File: src/rtl/control_turnos_michi.sv
`default_nettype none
// ============================================================================
// Module      : control_turnos_michi
// Description : Turn controller / arbiter for tic-tac-toe (michi). Drives the
//               2:1 move mux select, validates and commits moves into the
//               3x3 boards it owns, and evaluates win/draw after every write.
// Revision    : 1.0 - initial release
// ============================================================================
module control_turnos_michi #(
    parameter int EMPIEZA_J1      = 1,
    parameter int ALTERNAR_INICIO = 1
) (
    input  logic       clk,
    input  logic       reset,
    input  logic       btn_j1,
    input  logic [3:0] pos_j1,
    input  logic       btn_j2,
    input  logic [3:0] pos_j2,
    input  logic       nuevo_juego,
    output logic       sel,
    output logic [8:0] tablero_x,
    output logic [8:0] tablero_o,
    output logic       escribe,
    output logic       jugada_invalida,
    output logic [1:0] ganador,
    output logic       fin_juego
);

    localparam logic c_EMPIEZA  = (EMPIEZA_J1 != 0);
    localparam logic c_ALTERNAR = (ALTERNAR_INICIO != 0);

    localparam logic [2:0] c_J1_ESPERA  = 3'd0;
    localparam logic [2:0] c_J1_ESCRIBE = 3'd1;
    localparam logic [2:0] c_J2_ESPERA  = 3'd2;
    localparam logic [2:0] c_J2_ESCRIBE = 3'd3;
    localparam logic [2:0] c_EVALUA     = 3'd4;
    localparam logic [2:0] c_FIN        = 3'd5;

    logic [2:0] r_estado;
    logic [2:0] w_estado_sig;
    logic [8:0] r_x;
    logic [8:0] r_o;
    logic [8:0] r_celda;        // one-hot latched cell of the accepted move
    logic [3:0] r_cuenta;
    logic [1:0] r_ganador;
    logic       r_sel;
    logic       r_invalida;
    logic       r_inicio_j1;    // who started the current game

    logic [8:0] w_ocupadas;
    logic [8:0] w_celda_j1;
    logic [8:0] w_celda_j2;
    logic       w_valida_j1;
    logic       w_valida_j2;
    logic       w_inicio_sig;
    logic       w_gana;
    logic       w_fin_partida;

    // True when any of the 8 winning lines is fully occupied in board b
    function automatic logic hay_linea(input logic [8:0] b);
        return (b[0] & b[1] & b[2]) | (b[3] & b[4] & b[5]) | (b[6] & b[7] & b[8]) |
               (b[0] & b[3] & b[6]) | (b[1] & b[4] & b[7]) | (b[2] & b[5] & b[8]) |
               (b[0] & b[4] & b[8]) | (b[2] & b[4] & b[6]);
    endfunction

    // Positions 9..15 shift out of the 9-bit vector, so they never alias a cell
    assign w_ocupadas   = r_x | r_o;
    assign w_celda_j1   = 9'd1 << pos_j1;
    assign w_celda_j2   = 9'd1 << pos_j2;
    assign w_valida_j1  = (pos_j1 <= 4'd8) && ((w_celda_j1 & w_ocupadas) == 9'd0);
    assign w_valida_j2  = (pos_j2 <= 4'd8) && ((w_celda_j2 & w_ocupadas) == 9'd0);
    assign w_inicio_sig = c_ALTERNAR ? ~r_inicio_j1 : c_EMPIEZA;
    // sel still identifies the player who just moved while in EVALUA
    assign w_gana       = hay_linea(r_sel ? r_x : r_o);
    assign w_fin_partida = w_gana || (r_cuenta == 4'd9);

    // State register
    always_ff @(posedge clk) begin
        if (reset) begin
            r_estado <= c_EMPIEZA ? c_J1_ESPERA : c_J2_ESPERA;
        end else begin
            r_estado <= w_estado_sig;
        end
    end

    // Next-state logic; a new-game request overrides any strobe
    always_comb begin
        w_estado_sig = r_estado;
        if (nuevo_juego) begin
            w_estado_sig = w_inicio_sig ? c_J1_ESPERA : c_J2_ESPERA;
        end else begin
            case (r_estado)
                c_J1_ESPERA:  if (btn_j1 && w_valida_j1) w_estado_sig = c_J1_ESCRIBE;
                c_J2_ESPERA:  if (btn_j2 && w_valida_j2) w_estado_sig = c_J2_ESCRIBE;
                c_J1_ESCRIBE: w_estado_sig = c_EVALUA;
                c_J2_ESCRIBE: w_estado_sig = c_EVALUA;
                c_EVALUA: begin
                    if (w_fin_partida)   w_estado_sig = c_FIN;
                    else if (r_sel)      w_estado_sig = c_J2_ESPERA;
                    else                 w_estado_sig = c_J1_ESPERA;
                end
                c_FIN:        w_estado_sig = c_FIN;
                default:      w_estado_sig = c_EMPIEZA ? c_J1_ESPERA : c_J2_ESPERA;
            endcase
        end
    end

    // Moore outputs decoded from the current state
    always_comb begin
        escribe   = 1'b0;
        fin_juego = 1'b0;
        case (r_estado)
            c_J1_ESCRIBE, c_J2_ESCRIBE: escribe   = 1'b1;
            c_FIN:                      fin_juego = 1'b1;
            default: ;
        endcase
    end

    // Board, counter, result, error pulse and mux select datapath
    always_ff @(posedge clk) begin
        if (reset) begin
            r_x         <= 9'd0;
            r_o         <= 9'd0;
            r_celda     <= 9'd0;
            r_cuenta    <= 4'd0;
            r_ganador   <= 2'b00;
            r_sel       <= c_EMPIEZA;
            r_invalida  <= 1'b0;
            r_inicio_j1 <= c_EMPIEZA;
        end else begin
            r_invalida <= 1'b0;
            if (nuevo_juego) begin
                r_x         <= 9'd0;
                r_o         <= 9'd0;
                r_cuenta    <= 4'd0;
                r_ganador   <= 2'b00;
                r_inicio_j1 <= w_inicio_sig;
            end else begin
                case (r_estado)
                    c_J1_ESPERA: begin
                        if (btn_j1) begin
                            if (w_valida_j1) r_celda    <= w_celda_j1;
                            else             r_invalida <= 1'b1;
                        end
                    end
                    c_J2_ESPERA: begin
                        if (btn_j2) begin
                            if (w_valida_j2) r_celda    <= w_celda_j2;
                            else             r_invalida <= 1'b1;
                        end
                    end
                    c_J1_ESCRIBE: begin
                        r_x      <= r_x | r_celda;
                        r_cuenta <= r_cuenta + 4'd1;
                    end
                    c_J2_ESCRIBE: begin
                        r_o      <= r_o | r_celda;
                        r_cuenta <= r_cuenta + 4'd1;
                    end
                    c_EVALUA: begin
                        if (w_gana)                  r_ganador <= r_sel ? 2'b01 : 2'b10;
                        else if (r_cuenta == 4'd9)   r_ganador <= 2'b11;
                    end
                    default: ;
                endcase
            end
            // sel tracks the player on turn; it holds through EVALUA and FIN
            if (w_estado_sig == c_J1_ESPERA || w_estado_sig == c_J1_ESCRIBE) begin
                r_sel <= 1'b1;
            end else if (w_estado_sig == c_J2_ESPERA || w_estado_sig == c_J2_ESCRIBE) begin
                r_sel <= 1'b0;
            end
        end
    end

    assign sel             = r_sel;
    assign tablero_x       = r_x;
    assign tablero_o       = r_o;
    assign jugada_invalida = r_invalida;
    assign ganador         = r_ganador;

endmodule
`default_nettype wire

File: config.mk
export PLATFORM = sky130hd
export DESIGN_NAME = control_turnos_michi
export DESIGN_NICKNAME = d
export VERILOG_FILES = /design/src/rtl/control_turnos_michi.sv
export SDC_FILE = /design/constraint.sdc
export NUM_CORES = 1
export LEC_CHECK = 0
export ABC_AREA = 1
export CORE_ASPECT_RATIO = 1.25
export CORE_MARGIN = 4
export CORE_UTILIZATION = 48
export DETAILED_ROUTE_END_ITERATION = 8
export GPL_TIMING_DRIVEN = 0
export PLACE_DENSITY = 0.76
export REMOVE_ABC_BUFFERS = 1
export SLEW_MARGIN = 10
export SYNTH_ARGS = -nofsm -noshare
export SYNTH_HDL_FRONTEND = slang
export SYNTH_SLANG_ARGS = --single-unit
File: constraint.sdc
create_clock -name clk -period 1.8 [get_ports clk]
set_clock_uncertainty 0.1 [all_clocks]
set_input_delay 0.54 -clock clk [delete_from_list [all_inputs] [get_ports clk]]
set_output_delay 0.54 -clock clk [all_outputs]
set_load 0.02 [all_outputs]
; Word level (Yosys, flattened, before mapping)
; Cells that the tools add are included.
[totals]
ff_bits = 39
latchBits = 0
mem_bits_rw = 0
rom_bits = 0
inputBits = 13
output_inout_bits = 24
word_cells = 98
n_memories = 0
[classes]
n_addsub = 1
mul = 0
div_mod_pow = 0
n_lt_le_gt_ge = 2
n_eq_ne = 13
n_shift = 2
muxes = 23
bitwise = 30
reduce_logical = 18
[ops]
columns = op, count
row1 = $mux 9, 5
row2 = $or 9x9->9, 3
row3 = $and 9x9->9, 2
row4 = $logic_not 9->1, 2
row5 = $pmux 9 s2, 1
row6 = $shl 1x4->9 const A, 2
row7 = $and 1x1->1, 16
row8 = $pmux 3 s5, 1
row9 = $eq 3x2->1 const B, 4
row10 = $mux 3, 4
row11 = $mux 2, 5
row12 = $le 4x4->1 const B, 2
row13 = $ne 2x2->1 const B, 4
row14 = $or 1x1->1, 7
row15 = $eq 3x1->1 const B, 2
row16 = $eq 3x3->1 const B, 2
row17 = $logic_not 3->1, 2
row18 = $mux 1, 6
row19 = $reduce_and 6->1, 1
row20 = $reduce_or 2->1, 3
row21 = $add 4x1->4 const B, 1
row22 = $eq 4x4->1 const B, 1
row23 = $logic_and 1x1->1, 4
row24 = $reduce_bool 2->1, 2
row25 = 4 further kinds, 7

; Logic depth before layout (Yosys ltp)
[logic_depth]
depth_word = 17
depth_mapped = 14

; Worst setup path before layout
; No wires, ideal clock.
[synth_timing]
kind = input port to flip-flop
from = in pos_j2[3]
to = reg r_celda[5]
setup_ns = 0.113
t_arrival_ns = 1.585
required_ns = 1.587
slack_ns = 0.003
cell_stages = 13
path_buffers = 1
cell_sequence = inv_1 -> nand2_2 -> nor2_1 -> o21ai_0 -> nand2_1 -> nor2_1 -> nand3_1 -> nand2_1 -> nand3_4 -> buf_6 -> nand2_1 -> nand2_1 -> nor2_1
[synth_between]
elab_chain_len = 6
elab_cells_between_ends = 10
cone_classes = 1 x order compare / 1 x eq/ne / 1 x shift / 3 x mux / 1 x bitwise / 3 x reduce/logical
[synth_lines]
columns = element, line_no
row1 = from (decl), 18  ; input logic [3:0] pos_j2,
row2 = $shl 1x4->9, 69  ; assign w_celda_j2 = 9'd1 << pos_j2;
row3 = $and 9x9->9, 71  ; assign w_valida_j2 = (pos_j2 <= 4'd8) && ((w_celda_j2 & w_ocupadas) == 9'd0);
row4 = $logic_not 9->1, 71
row5 = $logic_and 1x1->1, 71
row6 = $ne 2x2->1 (no line), n/a
row7 = $reduce_and 6->1 (no line), n/a
row8 = to (signal assigned), 142  ; if (w_valida_j1) r_celda <= w_celda_j1;
row9 = to (signal assigned), 148  ; if (w_valida_j2) r_celda <= w_celda_j2;
row10 = to (decl), 43  ; logic [8:0] r_celda;
; Parallel ways exist; a longest one is shown, timed or not. The select of a mux whose other input is x is not followed.
; A chain may end at the register's enable or synchronous reset.

; Worst setup path in the final report
[layout_timing]
from = in pos_j1[2]
to = reg r_celda[8]
[layout_between]
elab_chain_len = 6
elab_cells_between_ends = 10
cone_classes = 1 x order compare / 1 x eq/ne / 1 x shift / 3 x mux / 1 x bitwise / 3 x reduce/logical
[layout_lines]
columns = element, line_no
row1 = from (decl), 16  ; input logic [3:0] pos_j1,
row2 = $shl 1x4->9, 68  ; assign w_celda_j1 = 9'd1 << pos_j1;
row3 = $and 9x9->9, 70  ; assign w_valida_j1 = (pos_j1 <= 4'd8) && ((w_celda_j1 & w_ocupadas) == 9'd0);
row4 = $logic_not 9->1, 70
row5 = $logic_and 1x1->1, 70
row6 = $ne 2x2->1 (no line), n/a
row7 = $reduce_and 6->1 (no line), n/a
; Parallel ways exist; a longest one is shown, timed or not. The select of a mux whose other input is x is not followed.

==> metrics.yaml <==
synth_top_area_cell: "dfxtp_1"
setup_ws_ns: -0.01720
dr.pass1.iters: 5
gp_congestion: 0.9748
drtIter0Drc: 208
die_h_um: 83.60
wl_per_cell_um: 14.32
tritoncts: "done"
cts.path.max_buffers: 2
rows: 27
cts_hold_buf: 0
ff_latch_area_sq_um: 789.5
critical_path_arrival_ns: 1.95
tightest_slew_ns: 0.7545
initial_utilization_pct: 49.59
syn_to_final_growth_pct: 36.37
crit_path_max_fanout: 3
antenna_found_initial: 0
fmax_mhz: 550.3
relSlewSlack_pct: 49.43
violations: "negative setup slack"
startpoint: "pos_j1[2]"
cap_violations: 0
wl_mm: 6.901
dieWidth_um: 68.48
crit_type: "input port to flop"
via_count: 2633
start_kind: "input port"
htree_levels: 2
post-route-period-util_pct: 101.0
port_buffers: 36
min_path_type: "flop to flop"
dieArea_sq_mm: 0.005725
power_density_mw_per_mm2: 676.8
drive_above_1_share_pct: 23.82
synth.area.top_cells: "dfxtp_1, nand2_1, nor2_1"
synth-seq-cells: 39
fillCellCount: 407
status: "finished with violations"
r2r-end: "r_celda[1]"
whs_ns: 0.3639
p_leak_uw: 0.001452
synth_seq_area_share_pct: 35.58
finalHoldViolations: 0
core_sq_mm: 0.004425
min_period_ns: 1.817
num_io_pins: 37
root_buffer: "clkbuf_8"
yosysWarnings: 0
grt.total_usage_pct: 24.45
setup_viol: 1
cp.required_ns: 1.93
ir_drop_v: 0.0004923
worstSetupEndpoint: "r_celda[8]"
clkSinkCount: 39
layout.nets: 438
clock_latency_ns: 0.30
pre_cts_ws_ns: -0.7174
synth_cell_type_count: 27
grt_pass1_vias: 2327
grt_max_degree: 16
diodes: 0
ant_nets: 0
synth_area_sq_mm: 0.002195
r2r_cells: 9
synthCells: 359
clk_pin_slew_worst_paths_ns: 0.08
grt_pass1_wl_mm: 10.58
avgSynthCellArea_sq_um: 6.113
drcViolationCount: 0
yosys.area.top_type_share_pct: 35.58
via_per_inst: 5.463
drv_slew: 0
numCtsBuffers: 5
multi_input_area_sq_mm: 0.001318
rrSetupSlack_ns: 0.08
r2r_start: "r_estado[2]"
grt_remaining_overflow: 0
cp-end-kind: "flop"
hpwlAfterDp_mm: 4.198
## stage by stage
step / instance area, sq um / util (%) / total power [uW] / TNS, ns / cells
after floorplan: 2161 / - / 1098 / -0.06344 / 353
after global placement: 2594 / 58.61 / 1185 / -16.10 / 447
after detailed placement: 2594 / 58.61 / 1189 / -17.03 / 447
after CTS: 2898 / 65.48 / 1992 / -0.1009 / 476
after global routing: 2993 / 67.63 / 2101 / -0.1703 / 482
final: 2993 / 67.63 / 2026 / -0.01720 / 482
## synthesized netlist by cell type
| library cell | number |
|---|---|
| nand2_1 | 114 |
| nor2_1 | 57 |
| inv_1 | 43 |
| dfxtp_1 | 39 |
| a21oi_1 | 28 |
| o21ai_0 | 22 |
| nand3_1 | 9 |
| inv_2 | 8 |
| o21ai_1 | 6 |
| nor3_1 | 5 |
| buf_2 | 3 |
| nand4_1 | 3 |
| nor2_2 | 3 |
| nor3_2 | 3 |
| clkbuf_1 | 2 |
| ha_1 | 2 |
| nand2_2 | 2 |
| buf_6 | 1 |
| clkinv_1 | 1 |
| nand2_4 | 1 |
| nand3_2 | 1 |
| nand3_4 | 1 |
| nor2_4 | 1 |
| nor3_4 | 1 |
| o22ai_1 | 1 |
| o32ai_1 | 1 |
| or2_0 | 1 |
## report_power, final
group / switching (uW) / internal, uW
sequential: 26.6 / 889
clock: 311 / 448
combinational: 218 / 132
## routing by layer
| metal | global-route usage, % | vias up | wire (um) |
|---|---|---|---|
| li1 | - | 1249 | - |
| met5 | 0 | - | 0 |
| met1 | 28.88 | 1199 | 2716 |
| met4 | 11.39 | 0 | 313 |
| met3 | 4.313 | 36 | 449 |
| met2 | 41.09 | 149 | 3421 |
## sequential cells by signal, summed over array words and instances (netlist names)
| register | count |
|---|---|
| r_inicio_j1 | 1 |
| sel | 1 |
| ganador | 2 |
| r_celda | 9 |
| r_cuenta | 4 |
| tablero_x | 9 |
| r_estado | 3 |
| tablero_o | 9 |
| jugada_invalida | 1 |
## cells by family after synthesis
logic type / synth area share, %
buffers and inverters: 10.43
AOI/OAI and AO/OA: 13.46
and+or+nand+nor: 39.40
DFF: 35.58
adders and majority gates: 1.140
## timing repair
item	CTS	global route
buffers inserted	19	6
cloned	2	0
pin swaps	16	17
gates resized for setup	76	39
endpoints found under the setup margin	59	19
## cell usage in the layout, fill, tap and decap left out, drive strengths merged
master | Yosys | final
clkbuf | 2 | 9
buf | 4 | 32
o22ai | 1 | 1
ha | 2 | 2
clkdlybuf4s50 | 0 | 3
nand2 | 117 | 117
o21ai | 28 | 28
bufinv | 0 | 1
or2 | 1 | 1
clkinvlp | 0 | 2
clkdlybuf4s15 | 0 | 1
dlygate4sd2 | 0 | 21
nor3 | 9 | 9
o32ai | 1 | 1
nand3 | 11 | 12
clkinv | 1 | 2
nand4 | 3 | 3
dlymetal6s2s | 0 | 1
dfxtp | 39 | 39
a21oi | 28 | 28
nor2 | 61 | 61
inv | 51 | 50
## final cells by class
type                            count  area share, %
Clock inverter                      2          1.171
Clock buffer                        6          2.759
Tap cell                           58          2.425
Sequential cell                    39          26.38
Timing Repair Buffer               61          16.26
Inverter                           52          6.731
Multi-Input combinational cell    263          44.02
Timing Repair inverter              1         0.2508
## worst max-delay path, stage by stage
cell and delay [ns]:
buf_2 0.14, inv_2 0.07, nand3_2 0.10, buf_4 0.15, buf_4 0.12, buf_4 0.12
buf_4 0.12, buf_4 0.12, buf_4 0.12, o32ai_2 0.16, nor2_1 0.08, nor2_1 0.10
## how the worst min path moves through the flow
stage | endpoint | from | slack [ns] | depth (start not counted)
2_1_floorplan | r_cuenta[3] | r_cuenta[3] | 0.32 | 1
3_3_place_gp | r_cuenta[3] | r_cuenta[3] | 0.35 | 1
3_5_place_dp | r_cuenta[3] | r_cuenta[3] | 0.35 | 1
4_1_cts | r_cuenta[3] | r_cuenta[3] | 0.36 | 1
5_1_grt | r_cuenta[3] | r_cuenta[3] | 0.38 | 1
6_report | r_cuenta[3] | r_cuenta[3] | 0.36 | 1
No activity file was read; power rests on OpenSTA's default activity.
